[src/rtl/hams_pkg.sv]
// Shared types for the HAMS sort pipeline: the key/value `pair` element,
// the pad sentinel used to fill short vectors, and the gather FSM states.
package hams_pkg;

    localparam int KEY_W = 16;
    localparam int VAL_W = 16;

    // One sortable element: ordering is by key, value rides along.
    typedef struct packed {
        logic [KEY_W-1:0] key;
        logic [VAL_W-1:0] value;
    } pair;

    // All-ones key and value so padding sorts to the end under ascending order.
    localparam pair PAIR_PAD = '{key: {KEY_W{1'b1}}, value: {VAL_W{1'b1}}};

    // EMPTY: no element held in the fill buffer. FILL: at least one held.
    typedef enum logic {
        ST_EMPTY = 1'b0,
        ST_FILL  = 1'b1
    } gather_state_e;

endpackage

[src/rtl/hams_pair_gather.sv]
// Serial-to-parallel gather for the HAMS sort front end. Packs consecutive
// input pairs into NUM_ELEMENTS-wide vectors and emits each one with a
// single-cycle valid strobe. Short groups (in_last or flush) are padded
// with PAIR_PAD so the sort stage always receives a full vector.
//
// Handshake: an element transfers on a rising edge where in_valid && in_ready.
// in_ready is held high from the first edge after reset release because the
// sort stage cannot stall; valid_o is a strobe with no ready of its own.
module hams_pair_gather
    import hams_pkg::*;
#(
    parameter int NUM_ELEMENTS = 8,
    localparam int CW  = $clog2(NUM_ELEMENTS),
    localparam int NVW = $clog2(NUM_ELEMENTS + 1)
) (
    input  logic                        clk,
    input  logic                        rst_n,
    input  pair                         in_pair,
    input  logic                        in_valid,
    input  logic                        in_last,
    output logic                        in_ready,
    input  logic                        flush,
    output pair [NUM_ELEMENTS-1:0]      gathered,
    output logic                        valid_o,
    output logic [NVW-1:0]              num_valid,
    output logic                        last_o,
    output gather_state_e               dbg_state
);

    gather_state_e          state_q;
    gather_state_e          state_d;
    logic [CW-1:0]          cnt_q;
    logic [CW-1:0]          cnt_d;
    pair                    buf_q [NUM_ELEMENTS];
    logic                   ready_q;

    logic                   accept;
    logic                   group_full;
    logic                   close_grp;
    logic [NVW-1:0]         fill_cnt;
    pair [NUM_ELEMENTS-1:0] close_vec;

    pair [NUM_ELEMENTS-1:0] gathered_q;
    logic                   valid_q;
    logic [NVW-1:0]         num_valid_q;
    logic                   last_q;

    assign accept     = in_valid && ready_q;
    assign group_full = accept && (cnt_q == CW'(NUM_ELEMENTS - 1));
    // Real elements in the group if it were to close this cycle.
    assign fill_cnt   = NVW'(cnt_q) + NVW'(accept);

    assign in_ready   = ready_q;
    assign gathered   = gathered_q;
    assign valid_o    = valid_q;
    assign num_valid  = num_valid_q;
    assign last_o     = last_q;
    assign dbg_state  = state_q;

    // Ready comes up on the first edge after reset release and stays up.
    always_ff @(posedge clk or negedge rst_n) begin
        if (!rst_n) begin
            ready_q <= 1'b0;
        end else begin
            ready_q <= 1'b1;
        end
    end

    // FSM state register together with the fill counter it summarises.
    always_ff @(posedge clk or negedge rst_n) begin
        if (!rst_n) begin
            state_q <= ST_EMPTY;
            cnt_q   <= '0;
        end else begin
            state_q <= state_d;
            cnt_q   <= cnt_d;
        end
    end

    // Next state: a close always empties the buffer, even if it took an element.
    always_comb begin
        state_d = state_q;
        cnt_d   = cnt_q;
        if (close_grp) begin
            state_d = ST_EMPTY;
            cnt_d   = '0;
        end else if (accept) begin
            state_d = ST_FILL;
            cnt_d   = cnt_q + CW'(1);
        end
    end

    // Close decision: flush alone only closes when something is buffered.
    always_comb begin
        close_grp = 1'b0;
        case (state_q)
            ST_EMPTY: close_grp = accept && (group_full || in_last || flush);
            ST_FILL:  close_grp = flush || (accept && (group_full || in_last));
            default:  close_grp = 1'b0;
        endcase
    end

    // Vector presented on close: buffered slots, the closing element, then pad.
    always_comb begin
        close_vec = '0;
        for (int i = 0; i < NUM_ELEMENTS; i++) begin
            if (accept && (CW'(i) == cnt_q)) begin
                close_vec[i] = in_pair;
            end else if (NVW'(i) < NVW'(cnt_q)) begin
                close_vec[i] = buf_q[i];
            end else begin
                close_vec[i] = PAIR_PAD;
            end
        end
    end

    // Fill buffer: the k-th accepted element of a group lands at index k.
    always_ff @(posedge clk or negedge rst_n) begin
        if (!rst_n) begin
            for (int i = 0; i < NUM_ELEMENTS; i++) begin
                buf_q[i] <= '0;
            end
        end else if (accept) begin
            buf_q[cnt_q] <= in_pair;
        end
    end

    // Output register: strobe every close, hold vector and tags until the next.
    always_ff @(posedge clk or negedge rst_n) begin
        if (!rst_n) begin
            valid_q     <= 1'b0;
            gathered_q  <= '0;
            num_valid_q <= '0;
            last_q      <= 1'b0;
        end else begin
            valid_q <= close_grp;
            if (close_grp) begin
                gathered_q  <= close_vec;
                num_valid_q <= fill_cnt;
                last_q      <= accept && in_last;
            end
        end
    end

endmodule

[config.mk]
export PLATFORM = sky130hd
export DESIGN_NAME = hams_pair_gather
export DESIGN_NICKNAME = d
export VERILOG_FILES = /design/src/rtl/hams_pkg.sv /design/src/rtl/hams_pair_gather.sv
export SDC_FILE = /design/constraint.sdc
export NUM_CORES = 1
export LEC_CHECK = 0
export ABC_AREA = 0
export CAP_MARGIN = 40
export CELL_PAD_IN_SITES_DETAIL_PLACEMENT = 1
export CELL_PAD_IN_SITES_GLOBAL_PLACEMENT = 1
export CORE_UTILIZATION = 40
export DETAILED_ROUTE_END_ITERATION = 8
export PLACE_DENSITY_LB_ADDON = 0.1
export RECOVER_POWER = 50
export SLEW_MARGIN = 20
export SYNTH_ARGS = -nofsm -noshare
export SYNTH_HDL_FRONTEND = slang
export SYNTH_SLANG_ARGS = --single-unit
[constraint.sdc]
create_clock -name clk -period 2.14 [get_ports clk]
set_input_delay 0.214 -clock clk [delete_from_list [all_inputs] [get_ports clk]]
set_output_delay 0.214 -clock clk [all_outputs]
set_load 0.005 [all_outputs]
**After elaboration in Yosys (flattened, before gate mapping)**

Index checks and enable logic that the tools add are counted.

- Flip-flop bits (word level): 523
- Bits of input ports: 37
- Output and inout port bits: 264
- Logic and storage cells: 101

- $add $sub $neg: 2
- Order comparisons: 9
- Equal/unequal tests: 8
- Mux-type cells: 23
- Bitwise operators: 2
- Reduce and logical (&&, ||, !) cells: 19

Operators with widths:

| cell | number |
|---|---|
| $mux 32 | 16 |
| $bwmux 256 | 1 |
| $demux 32 s3 | 1 |
| $logic_and 1x1->1 | 14 |
| $eq 3x3->1 const A | 4 |
| $lt 3x3->1 const A | 3 |
| $eq 2x3->1 const A | 2 |
| $lt 1x3->1 const A | 2 |
| $lt 2x3->1 const A | 2 |
| $mux 3 | 2 |
| $add 3x1->4 | 1 |
| $ge 4x4->1 const B | 1 |
| $lt 4x1->1 const B | 1 |
| $not 3->4 | 1 |
| $add 3x1->3 const B | 1 |
| $eq 1x3->1 const A | 1 |
| $eq 3x3->1 const B | 1 |
| $logic_not 3->1 | 1 |
| $logic_or 1x1->1 | 3 |
| $mux 1 | 2 |
| $pmux 1 s2 | 1 |
| $reduce_bool 2->1 | 1 |
| $not 1->1 | 1 |

**Longest topological paths before layout**

- Depth in word-level cells: 7
- Depth in mapped cells: 9

**Least setup slack after synthesis**

OpenSTA, ideal clock, no wires.

- Path type: register to register
- Start point: register cnt_q[0]
- End point: register num_valid_q[1] (netlist: num_valid[1])
- Setup time: 125 ps
- Arrival: 1993 ps
- Data required time: 2015 ps
- Setup slack: 22 ps
- Cell stages (with the launch flop): 10
- Path buffers: 3
- Clock period less this slack: 2118 ps
- Cell sequence: dfrtp_1 -> ha_1 -> ha_1 -> or3_1 -> buf_2 -> nand2_4 -> buf_6 -> inv_2 -> buf_6 -> mux2_4

- Word-level cells in the longest chain between the ends: 6

RTL lines:

| item | RTL line | text |
|---|---|---|
| start: declaration | hams_pair_gather.sv:32 | `logic [CW-1:0] cnt_q;` |
| start signal: assignment | hams_pair_gather.sv:76 | `cnt_q <= cnt_d;` |
| $eq 3x3->1 | hams_pair_gather.sv:49 | `assign group_full = accept && (cnt_q == CW'(NUM_ELEMENTS - 1));` |
| $logic_and 1x1->1 | hams_pair_gather.sv:49 |  |
| $logic_or 1x1->1 | hams_pair_gather.sv:97, hams_pair_gather.sv:98 |  |
| $logic_and 1x1->1 or $logic_or 1x1->1 (tied branches) | hams_pair_gather.sv:98, hams_pair_gather.sv:97 |  |
| $logic_or 1x1->1 or $logic_and 1x1->1 (tied branches) | hams_pair_gather.sv:98, hams_pair_gather.sv:97 |  |
| $pmux 1 s2 | hams_pair_gather.sv:96 | `case (state_q)` |
| end signal: assignment | hams_pair_gather.sv:139 | `num_valid_q <= fill_cnt;` |
| end: declaration | hams_pair_gather.sv:45 | `logic [NVW-1:0] num_valid_q;` |

Several ways; a longest one is shown, not always the timed one.
A chain may end at the register's enable or synchronous reset.

**Worst setup path after layout**

- Start point: register cnt_q[1]
- End point: register gathered_q (netlist bit gathered[20])

- Word-level cells in the longest chain between the ends: 6

RTL lines:

| item | RTL line | text |
|---|---|---|
| $eq 3x3->1 | hams_pair_gather.sv:49 |  |
| $logic_and 1x1->1 | hams_pair_gather.sv:49 |  |
| $logic_or 1x1->1 | hams_pair_gather.sv:97, hams_pair_gather.sv:98 |  |
| $logic_and 1x1->1 or $logic_or 1x1->1 (tied branches) | hams_pair_gather.sv:98, hams_pair_gather.sv:97 |  |
| $logic_or 1x1->1 or $logic_and 1x1->1 (tied branches) | hams_pair_gather.sv:98, hams_pair_gather.sv:97 |  |
| $pmux 1 s2 | hams_pair_gather.sv:96 |  |
| end signal: assignment | hams_pair_gather.sv:138 | `gathered_q <= close_vec;` |
| end: declaration | hams_pair_gather.sv:43 | `pair [NUM_ELEMENTS-1:0] gathered_q;` |

Several ways; a longest one is shown, not always the timed one.

==> flow_metrics.py <==
metrics = {
    "global_route": {
        "grt_pass1_vias": 18400,
        "grt_overflow_total": 0,
        "grt_max_degree": 103,
        "antenna_found_initial": 0,
        "track_usage_pct": 28.0,
        "grt_pass1_wl_mm": 115,
    },
    "route": {
        "postRouteAntennaNets": 0,
        "vias_per_cell": 5.97,
        "drt_pass1_iterations": 5,
        "wl_mm": 74.3,
        "drc": 0,
        "num_vias": 17000,
        "drtIter0Drc": 983,
        "wire_per_inst_um": 26.0,
    },
    "logic_synthesis": {
        "avgSynthCellArea_sq_um": 11.6,
        "synth_top_area_share_pct": 57.8,
        "synth_compound_area_share_pct": 18.6,
        "yosysUniqueCellTypes": 39,
        "yosys.area_share.simple_pct": 6.38,
        "muxShareOfSynthArea_pct": 12.0,
        "synth_top_cell_by_area": "dfrtp_1",
        "synth_cells": 1832,
        "yosysWarnings": 0,
        "synth-edff-count": 0,
        "synth_most_common_cell": "dfrtp_1",
        "synth_fa_ha_area_share_pct": 0.353,
        "async_flop_share_pct": 100,
        "syn-cell-area_sq_mm": 0.0212,
        "netlist_top_cells_area": "dfrtp_1, mux2_2, o21ai_0",
        "synthFlopType": "dfrtp_1",
        "synth_xor_area_share_pct": 0.0412,
        "ys_ff_latch": 491,
        "yosysSeqAreaShare_pct": 57.8,
        "synth_top_family_by_area": "compound AO/OA/AOI/OAI gates",
        "synth_commonest_cells": "dfrtp_1, o21ai_0, mux2_2, clkbuf_1, o31ai_1",
        "syn_nets": 1875,
    },
    "cells_and_area": {
        "antennaDiodeCount": 0,
        "drive_gt1_share_pct": 21.4,
        "n_fill_cell": 5425,
        "final_nets": 2167,
        "area_delta_synth_final_pct": 30.4,
        "layoutNonFillerInstCount": 2852,
    },
    "floorplanning": {
        "die_w_um": 232,
        "ios": 301,
        "floorplan.initialDensity_pct": 40.4,
        "die_y_um": 232,
        "die_area_sq_mm": 0.0540,
        "core_area_sq_mm": 0.0526,
        "rows": 84,
    },
    "timing": {
        "setup_viol": 0,
        "max_slew_margin_pct": -5.89,
        "setup_tns_ns": 0,
        "report.final.slew_viol_count": 48,
        "skew_ns": 0.0250,
        "fin_crit_ns": 2.08,
        "finalCritPeriodShare_pct": 97.2,
        "hold_violations": 0,
        "fmax_mhz": 481,
        "worst_pin_slew_ns": 1.59,
    },
    "placement": {
        "place.gp.congestion": 0.800,
        "numPortBuffers": 300,
        "dp_hpwl_mm": 49.3,
        "place_inst": 2750,
    },
    "clocking": {
        "cts_tree": "yes",
        "numClockSinks": 491,
        "htreeDepth": 2,
        "numCtsBuffers": 53,
        "cts_root_buf": "clkbuf_16",
        "clk_latency_ns": 0.61,
        "clk_pin_slew_ns": 0.06,
        "clockBufferDepth": 3,
    },
    "worst_setup_path": {
        "cp_num_buf_inv": 4,
        "max_stage_delay_ns": 0.42,
        "cp_top_family": "buffers and inverters",
        "cp.arrival_ns": 2.56,
        "cp.required_ns": 2.62,
        "critPathMaxFanout": 20,
        "start_kind": "flop",
        "crit_path_cell_trace": "buf_12, buf_4, inv_1, ha_2, and4b_2, buf_12, nor3_1, o31ai_1",
        "critPathCaptureType": "flop",
        "cp_common_cell": "buf_12",
        "cpMaxStageDelayCell": "dfrtp_1",
        "worstSetupPathType": "reg -> reg",
    },
    "pwr": {
        "p_per_area_mw_per_mm2": 1150,
        "peakVddDrop_v": 0.000621,
        "total_power_mw": 31.8,
        "p_leak_nw": 11.1,
    },
    "worst_hold_path": {
        "min_path_type": "in -> reg",
    },
    "run_status": {
        "status": "finished with violations",
        "violations": "max-capacitance violations, max-slew violations",
    },
    "flow_run": {
        "cap_violations": 1,
    },
}
routing by layer:
metal	up-vias	wire, um	share of wire, %	track usage [%]
met5	-	0	0	0
met3	144	3430	4.6	4.28
met1	8985	32000	43	37.3
li1	7402	-	-	-
met2	484	36300	49	46.2
met4	0	2530	3.4	9.74
path summary, 6_finish.rpt:
path,depth (start not counted),slack (ns),start,end
worst min register to register,1,0.49,buf_q[177],buf_q[177]
min in group asynchronous,2,0.56,rst_n,gathered[120]
worst max register to register,8,0.06,cnt_q[1],gathered[20]
worst min-delay path,3,0.04,in_valid,cnt_q[0]
worst max-delay path,8,0.06,cnt_q[1],gathered[20]
max in group asynchronous,4,0.27,rst_n,buf_q[243]
state kept, by name, summed over array words and instances, names as in the netlist:
name,count
gathered,256
buf_q,224
num_valid,4
cnt_q,3
dbg_state,1
in_ready,1
last_o,1
valid_o,1
kinds of logic (layout without fill, tap and decap cells):
family | count (synthesis) | in the layout
XOR/XNOR | 1 | 1
adder cells (fa/ha/maj) | 6 | 6
multiplexers | 226 | 226
other | 1 | 1
flip-flops | 491 | 491
buffers and inverters | 228 | 560
AND/OR/NAND/NOR | 259 | 259
AO/OA/AOI/OAI | 620 | 620
repair_timing:
action / in CTS / in global routing
resized for setup: 4 / 4
buffers inserted: 0 / 6
hold buffers: 1 / 0
setup endpoints to repair: 29 / 165
hold endpoints to repair: 173 / 0
pin swaps: 0 / 4
worst reg2reg max path, stage by stage, from the launching register on:
cell and delay (ns):
dfrtp_1 0.42, buf_12 0.17, buf_4 0.15, inv_1 0.07, ha_2 0.23, and4b_2 0.32, buf_12 0.19, nor3_1 0.09
o31ai_1 0.33
where the power goes:
part,internal [mW],switching (mW)
combinational,4.59,4.01
sequential,12.2,1.77
clock,5.47,3.80
stage by stage:
stage	util [%]	hold WS [ns]	instance area [sq um]	setup WS, ns
2_1_floorplan	-	-0.0816	21200	0.0221
3_3_place_gp	49.4	0.183	25900	-0.0370
3_5_place_dp	49.4	0.180	25900	-0.0612
4_1_cts	52.7	0.00575	27700	0.000756
5_1_grt	52.7	0.0490	27700	-0.00429
6_report	52.7	0.0421	27700	0.0598
cell usage in the layout, fill, tap and decap left out, types with 54 or more instances in the layout:
cell type,Yosys,routed
mux2_2,206,206
nor3_1,97,96
dfrtp_1,491,489
nor2_1,101,98
o31ai_1,129,129
o32ai_1,96,96
clkdlybuf4s50_1,0,169
dlygate4sd3_1,0,130
o21ai_0,292,292
clkbuf_16,0,54
buf_4,14,90
area by class of cell:
class                           count  area [sq um]  area share [%]
Sequential cell                   491         12300            44.4
Multi-Input combinational cell   1113          8060            29.1
Timing Repair Buffer              460          4730            17.1
Clock buffer                       85          1610            5.80
Tap cell                          688           861            3.11
Clock inverter                     10           136           0.492
Inverter                            5          18.8          0.0677
(Power assumes the default switching activity.)
